### src/rtl/encoder_pkg.sv
// encoder_pkg: shared FSM encoding and counter width for the 8-to-3 switch encoder
package encoder_pkg;

    localparam int CNT_W = 16;

    typedef enum logic [1:0] {
        IDLE     = 2'd0,
        ACTIVE   = 2'd1,
        FROZEN   = 2'd2,
        DISABLED = 2'd3
    } enc_state_t;

endpackage

### src/rtl/encoder8_3_sync_if.sv
// encoder8_3_sync_if: switch inputs and LED outputs of the 8-to-3 encoder
interface encoder8_3_sync_if;

    logic [7:0] Sw_I;
    logic       Sw_EI;
    logic       Sw_HOLD;
    logic [2:0] LED_Y;
    logic       LED_GS;
    logic       LED_EO;
    logic       LED_STB;

    modport master (
        output Sw_I, Sw_EI, Sw_HOLD,
        input  LED_Y, LED_GS, LED_EO, LED_STB
    );

    modport slave (
        input  Sw_I, Sw_EI, Sw_HOLD,
        output LED_Y, LED_GS, LED_EO, LED_STB
    );

endinterface

### src/rtl/debounce_vec.sv
// debounce_vec: two-flop synchronizer followed by whole-vector debounce.
// The accepted vector loads on the edge where the stability counter reaches
// its terminal count, so a vector stable for DEBOUNCE_CYCLES clocks is accepted
// DEBOUNCE_CYCLES clocks after it leaves the synchronizer.
module debounce_vec
    import encoder_pkg::*;
#(
    parameter int WIDTH           = 8,
    parameter int DEBOUNCE_CYCLES = 50000
) (
    input  logic             clk,
    input  logic             rst_n,
    input  logic [WIDTH-1:0] din,
    output logic [WIDTH-1:0] dout
);

    localparam logic [CNT_W-1:0] CNT_MAX = CNT_W'(DEBOUNCE_CYCLES - 1);

    logic [WIDTH-1:0] sync1_q;
    logic [WIDTH-1:0] sync2_q;
    logic [WIDTH-1:0] prev_q;
    logic [WIDTH-1:0] accepted_q;
    logic [CNT_W-1:0] cnt_q;
    logic [CNT_W-1:0] cnt_d;
    logic             changed;
    logic             load;

    // Synchronize the raw switches and keep last cycle's synchronized vector for change detection
    always_ff @(posedge clk or negedge rst_n) begin
        if (!rst_n) begin
            sync1_q <= '0;
            sync2_q <= '0;
            prev_q  <= '0;
        end else begin
            sync1_q <= din;
            sync2_q <= sync1_q;
            prev_q  <= sync2_q;
        end
    end

    // Restart the count on any change, otherwise count up and saturate at terminal count
    always_comb begin
        changed = (sync2_q != prev_q);
        cnt_d   = cnt_q;
        if (changed) begin
            cnt_d = '0;
        end else if (cnt_q != CNT_MAX) begin
            cnt_d = cnt_q + CNT_W'(1);
        end
        load = !changed && (cnt_d == CNT_MAX);
    end

    // Stability counter and accepted vector
    always_ff @(posedge clk or negedge rst_n) begin
        if (!rst_n) begin
            cnt_q      <= '0;
            accepted_q <= '0;
        end else begin
            cnt_q <= cnt_d;
            if (load) begin
                accepted_q <= sync2_q;
            end
        end
    end

    assign dout = accepted_q;

endmodule

### src/rtl/encoder8_3_sync.sv
// encoder8_3_sync: debounced 8-to-3 priority encoder with enable, hold/freeze
// and a strobe that marks every change of the registered LED outputs.
module encoder8_3_sync
    import encoder_pkg::*;
#(
    parameter int DEBOUNCE_CYCLES = 50000
) (
    input  logic              clk,
    input  logic              rst_n,
    encoder8_3_sync_if.slave  bus
);

    logic [1:0] rst_sync_q;
    logic       rst_int_n;
    logic [1:0] ei_sync_q;
    logic [1:0] hold_sync_q;
    logic       ei_s;
    logic       hold_s;
    logic [7:0] acc_vec;
    logic [2:0] enc_idx;
    logic       any_active;

    enc_state_t state_q;
    enc_state_t next_state;
    logic [2:0] y_q, y_d;
    logic       gs_q, gs_d;
    logic       eo_q, eo_d;
    logic [4:0] prev_out_q;
    logic       stb_q;

    // Reset asserts immediately but releases only after two clean clock edges
    always_ff @(posedge clk or negedge rst_n) begin
        if (!rst_n) begin
            rst_sync_q <= 2'b00;
        end else begin
            rst_sync_q <= {rst_sync_q[0], 1'b1};
        end
    end

    assign rst_int_n = rst_sync_q[1];

    // Enable and hold skip debounce but still need two-flop synchronization
    always_ff @(posedge clk or negedge rst_int_n) begin
        if (!rst_int_n) begin
            ei_sync_q   <= 2'b00;
            hold_sync_q <= 2'b00;
        end else begin
            ei_sync_q   <= {ei_sync_q[0], bus.Sw_EI};
            hold_sync_q <= {hold_sync_q[0], bus.Sw_HOLD};
        end
    end

    assign ei_s   = ei_sync_q[1];
    assign hold_s = hold_sync_q[1];

    debounce_vec #(
        .WIDTH           (8),
        .DEBOUNCE_CYCLES (DEBOUNCE_CYCLES)
    ) u_debounce (
        .clk   (clk),
        .rst_n (rst_int_n),
        .din   (bus.Sw_I),
        .dout  (acc_vec)
    );

    // Highest set bit of the accepted vector wins; zero vector gives index 0
    always_comb begin
        enc_idx    = 3'd0;
        any_active = |acc_vec;
        for (int i = 0; i < 8; i++) begin
            if (acc_vec[i]) begin
                enc_idx = 3'(i);
            end
        end
    end

    // Next state and next output values; enable low overrides everything
    always_comb begin
        next_state = state_q;
        y_d        = 3'd0;
        gs_d       = 1'b0;
        eo_d       = 1'b0;
        if (!ei_s) begin
            next_state = DISABLED;
        end else begin
            case (state_q)
                DISABLED, IDLE: next_state = any_active ? ACTIVE : IDLE;
                ACTIVE: begin
                    if (!any_active) begin
                        next_state = IDLE;
                    end else if (hold_s) begin
                        next_state = FROZEN;
                    end
                end
                FROZEN: begin
                    if (!hold_s) begin
                        next_state = any_active ? ACTIVE : IDLE;
                    end
                end
                default: next_state = DISABLED;
            endcase
        end
        case (next_state)
            IDLE: eo_d = 1'b1;
            ACTIVE: begin
                y_d  = enc_idx;
                gs_d = 1'b1;
            end
            FROZEN: begin
                y_d  = y_q;
                gs_d = gs_q;
                eo_d = eo_q;
            end
            default: ;
        endcase
    end

    // State and registered LED outputs
    always_ff @(posedge clk or negedge rst_int_n) begin
        if (!rst_int_n) begin
            state_q <= DISABLED;
            y_q     <= 3'd0;
            gs_q    <= 1'b0;
            eo_q    <= 1'b0;
        end else begin
            state_q <= next_state;
            y_q     <= y_d;
            gs_q    <= gs_d;
            eo_q    <= eo_d;
        end
    end

    // Strobe fires on the clock after the registered outputs differ from their previous value
    always_ff @(posedge clk or negedge rst_int_n) begin
        if (!rst_int_n) begin
            prev_out_q <= 5'd0;
            stb_q      <= 1'b0;
        end else begin
            prev_out_q <= {y_q, gs_q, eo_q};
            stb_q      <= ({y_q, gs_q, eo_q} != prev_out_q);
        end
    end

    assign bus.LED_Y   = y_q;
    assign bus.LED_GS  = gs_q;
    assign bus.LED_EO  = eo_q;
    assign bus.LED_STB = stb_q;

endmodule

### src/flat_wrapper.sv
// flat-port wrapper written by rule: the top's interface ports become plain ports
module encoder8_3_sync_flat import encoder_pkg::*;
#(
    parameter int DEBOUNCE_CYCLES = 50000
)
  (clk, rst_n, bus_Sw_I, bus_Sw_EI, bus_Sw_HOLD, bus_LED_Y, bus_LED_GS, bus_LED_EO, bus_LED_STB);
  encoder8_3_sync_if bus_i ();
  input  logic clk;
  input  logic rst_n;
  input wire logic [$bits(bus_i.Sw_I)-1:0] bus_Sw_I;
  input wire logic [$bits(bus_i.Sw_EI)-1:0] bus_Sw_EI;
  input wire logic [$bits(bus_i.Sw_HOLD)-1:0] bus_Sw_HOLD;
  output wire logic [$bits(bus_i.LED_Y)-1:0] bus_LED_Y;
  output wire logic [$bits(bus_i.LED_GS)-1:0] bus_LED_GS;
  output wire logic [$bits(bus_i.LED_EO)-1:0] bus_LED_EO;
  output wire logic [$bits(bus_i.LED_STB)-1:0] bus_LED_STB;
  assign bus_i.Sw_I = bus_Sw_I;
  assign bus_i.Sw_EI = bus_Sw_EI;
  assign bus_i.Sw_HOLD = bus_Sw_HOLD;
  assign bus_LED_Y = bus_i.LED_Y;
  assign bus_LED_GS = bus_i.LED_GS;
  assign bus_LED_EO = bus_i.LED_EO;
  assign bus_LED_STB = bus_i.LED_STB;
  encoder8_3_sync #(.DEBOUNCE_CYCLES(DEBOUNCE_CYCLES)) u_core (.clk(clk), .rst_n(rst_n), .bus(bus_i));
endmodule
### config.mk
export PLATFORM = sky130hd
export DESIGN_NAME = encoder8_3_sync_flat
export DESIGN_NICKNAME = d
export VERILOG_FILES = /design/src/rtl/encoder_pkg.sv /design/src/rtl/encoder8_3_sync_if.sv /design/src/rtl/debounce_vec.sv /design/src/rtl/encoder8_3_sync.sv /design/src/flat_wrapper.sv
export SDC_FILE = /design/constraint.sdc
export NUM_CORES = 1
export LEC_CHECK = 0
export CAP_MARGIN = 0
export CELL_PAD_IN_SITES_DETAIL_PLACEMENT = 1
export CELL_PAD_IN_SITES_GLOBAL_PLACEMENT = 1
export CORE_AREA = 2 2 80 82
export CTS_CLUSTER_SIZE = 8
export DETAILED_ROUTE_END_ITERATION = 16
export DIE_AREA = 0 0 82 84
export GPL_ROUTABILITY_DRIVEN = 0
export PLACE_DENSITY_LB_ADDON = 0.25
export SYNTH_ARGS = -nofsm -noshare
export SYNTH_HDL_FRONTEND = slang
export SYNTH_SLANG_ARGS = --single-unit
export TNS_END_PERCENT = 5
### constraint.sdc
create_clock -name clk -period 2.15 [get_ports clk]
set_input_delay 0.43 -clock clk [delete_from_list [all_inputs] [get_ports clk]]
set_output_delay 0.43 -clock clk [all_outputs]
set_load 0.02 [all_outputs]
==> out/results.ini <==
[sta]
max_freq_mhz = 461
period_minus_slack_ns = 2.17
tightest_slew_ns = 0.530
hold_viol_final = 0
rsz0062_at_grt = yes
finalSetupViolCount = 2
slew_viol_final = 0
finalCritPeriodShare_pct = 101
layout_setup_ws_ns = -0.0175
finalClockSkew_ns = 0.00663
relSlewSlack_pct = 64.7
whs_ns = 0.246

[worst_setup_path]
r2r_end = u_core.u_debounce.dout[0]
cp-end-kind = flop
rr_worst_depth = 8
r2r-start = u_core.u_debounce.cnt_q[0]
critical_path.max_stage_delay_ns = 0.44
worstPathRequired_ns = 2.37
crit_buf_inv = 1
reg2reg_slack_ns = -0.02
worstPathCellList = ha_4 -> and3_4 -> a311oi_2 -> a31oi_1 -> a2111oi_2 -> nand4_2 -> buf_6 -> mux2_4
start_kind = flop
critical_path_arrival_ns = 2.39
slowest_stage = dfrtp_2
path_max_fanout = 8
worstSetupPathType = reg2reg
crit_family = compound AO/OA/AOI/OAI gates

[synth]
yosysSeqAreaShare_pct = 60.6
synth_fp_nets = 245
ys_warn_count = 0
syn_area_mm2 = 0.00277
ys_types = 48
async_flop_share_pct = 100
yosysTopAreaCellShare_pct = 58.7
synth-main-ff-cell = dfrtp_1
ys_ff_latch = 67
yosys.area.top_type = dfrtp_1
synth_area_per_cell_um2 = 12.0
ys_top_cells_by_area = dfrtp_1, xnor2_1, xor2_1, mux2_2, nor2_1
synth_cells = 230
synth_edf_count = 0

[floorplanning]
die-area_mm2 = 0.00689
core_area_mm2 = 0.00610
std_cell_rows = 29
ios = 18
die_h_um = 84
start_util_pct = 45.4
die_w_um = 82

[cells_and_area]
fillers = 640
fin_area_mm2 = 0.00350
regArea_mm2 = 0.00168
nNetsFinal = 298
post-route-util_pct = 57.3
diodes = 0
layoutNonFillerInstCount = 365
drive_above_1_share_pct = 25.3
syn2layout_area_growth_pct = 26.2
multi_input_area_mm2 = 0.00108

[routing]
wl_per_cell_um = 15.4
via_count = 1936
first_pass_iters = 4
drc = 0
ant_nets = 0
drt_wl_total_um = 5610
drt_iter0_drc = 87
viasPerCell = 5.30

[placed_design]
place_ws_ns = -0.100
dp.cells = 347
hpwl_um = 3950
place_area_mm2 = 0.00327
port_buffers = 17

[clock_tree]
htree_levels = 3
numClockSinks = 67
clockBufferDepth = 2
clkLatencyLatePin_ns = 0.34
clockRootBuffer = clkbuf_8
cts_tree = built
numCtsBuffers = 9
clk_pin_slew_ns = 0.07
cts.hold.buffers_added = 0

[outcome]
violations = setup timing
status = complete, but fails checks

[global_route]
antenna_found_initial = 0
grtUsageTotal_pct = 18.6
overflow = 0
grt_pass1_wl_um = 9610
grt_max_degree = 42
grt_pass1_vias = 2040

[run]
maxCapViolCount = 0

[power_and_ir_drop]
power_density_mw_per_mm2 = 694
ir_worst_vdd_mv = 0.744
power.leakage_nw = 1.52

[min_path]
hp-class = in2async

## layer usage
metal,global-route usage (%),share of wire (%),vias to the layer above
li1,-,-,913
met3,4.55,3.8,10
met4,7.27,1.6,0
met5,0,0,-
met2,28.7,49,44
met1,25.2,46,969
## synth_stat cells (2+ instances only)
library cell,number
a21oi_1,7
a311oi_1,2
a31oi_1,4
and3_1,3
and4_1,2
buf_4,3
dfrtp_1,65
dfstp_2,2
ha_1,3
inv_1,9
mux2_2,8
nand2_1,14
nand2b_1,3
nand3_1,5
nand3b_1,2
nand4_1,4
nand4_2,2
nor2_1,23
nor3_1,4
nor4_1,6
o21ai_0,3
o22ai_1,3
xnor2_1,15
xor2_1,14
## registers in the layout, indices dropped and copies added, names as in the netlist, 2 cells and up
signal                     count
u_core.bus.LED_Y               3
u_core.ei_sync_q               2
u_core.hold_sync_q             2
u_core.prev_out_q              5
u_core.rst_sync_q              2
u_core.state_q                 2
u_core.u_debounce.cnt_q       16
u_core.u_debounce.dout         8
u_core.u_debounce.prev_q       8
u_core.u_debounce.sync1_q      8
u_core.u_debounce.sync2_q      8
## what timing repair did
action	4_1_cts	5_1_grt
endpoints found under the setup margin	8	9
endpoints found under the hold margin	0	0
pin swaps	1	1
setup buffers	2	0
resized for setup	3	2
## cell families (layout without fill, tap and decap cells)
logic type | after synthesis | in the layout | share of synthesized area [%]
AOI/OAI and AO/OA | 29 | 29 | 7.18
muxes | 8 | 8 | 3.25
other | 1 | 1 | 0.135
adders and majority gates | 3 | 3 | 1.36
xor gates and xnor gates | 29 | 29 | 9.17
DFF | 67 | 67 | 60.6
and+or+nand+nor | 79 | 79 | 16.0
buffers and inverters | 14 | 72 | 2.30
## through the flow
| step | TNS (ns) | total power, mW |
|---|---|---|
| final | -0.0257 | 2.43 |
| after global routing | -0.610 | 2.53 |
| after global placement | -0.00936 | 1.44 |
| after detailed placement | -0.661 | 1.45 |
| after floorplan | -0.0347 | 1.39 |
| after CTS | 0 | 2.46 |
## area by class of cell
type	instances	share of cell area [%]
flip-flops and latches	67	48.1
multi-input cells	149	30.9
repair buffers	47	11.8
clock buffers	10	3.65
well taps	77	2.76
clock inverters	6	1.86
inverters	9	0.966
## how the worst max path moves through the flow
stage | from | endpoint | depth (start not counted)
floorplan | u_core.u_debounce.cnt_q[0] | u_core.u_debounce.dout[0] | 8
global placement | u_core.u_debounce.cnt_q[1] | u_core.u_debounce.dout[0] | 6
detailed placement | u_core.u_debounce.cnt_q[1] | u_core.u_debounce.dout[0] | 7
CTS | u_core.u_debounce.cnt_q[0] | u_core.u_debounce.dout[0] | 8
global route | u_core.u_debounce.cnt_q[1] | u_core.u_debounce.dout[0] | 8
finish | u_core.u_debounce.cnt_q[0] | u_core.u_debounce.dout[0] | 8
## cell usage in the layout, fill, tap and decap left out, types with 9 or more instances in the layout
cell and count:
dfrtp_1 63, buf_4 28, nor2_1 23, clkdlybuf4s50_1 17, nand2_1 14, xor2_1 14, xnor2_1 14, inv_1 9
clkbuf_8 9
## report_power, final
group          total (mW)  switching, mW  internal (mW)
sequential           1.33         0.0301           1.30
clock                1.01          0.469          0.537
combinational      0.0922         0.0438         0.0484
(Power assumes the default switching activity.)
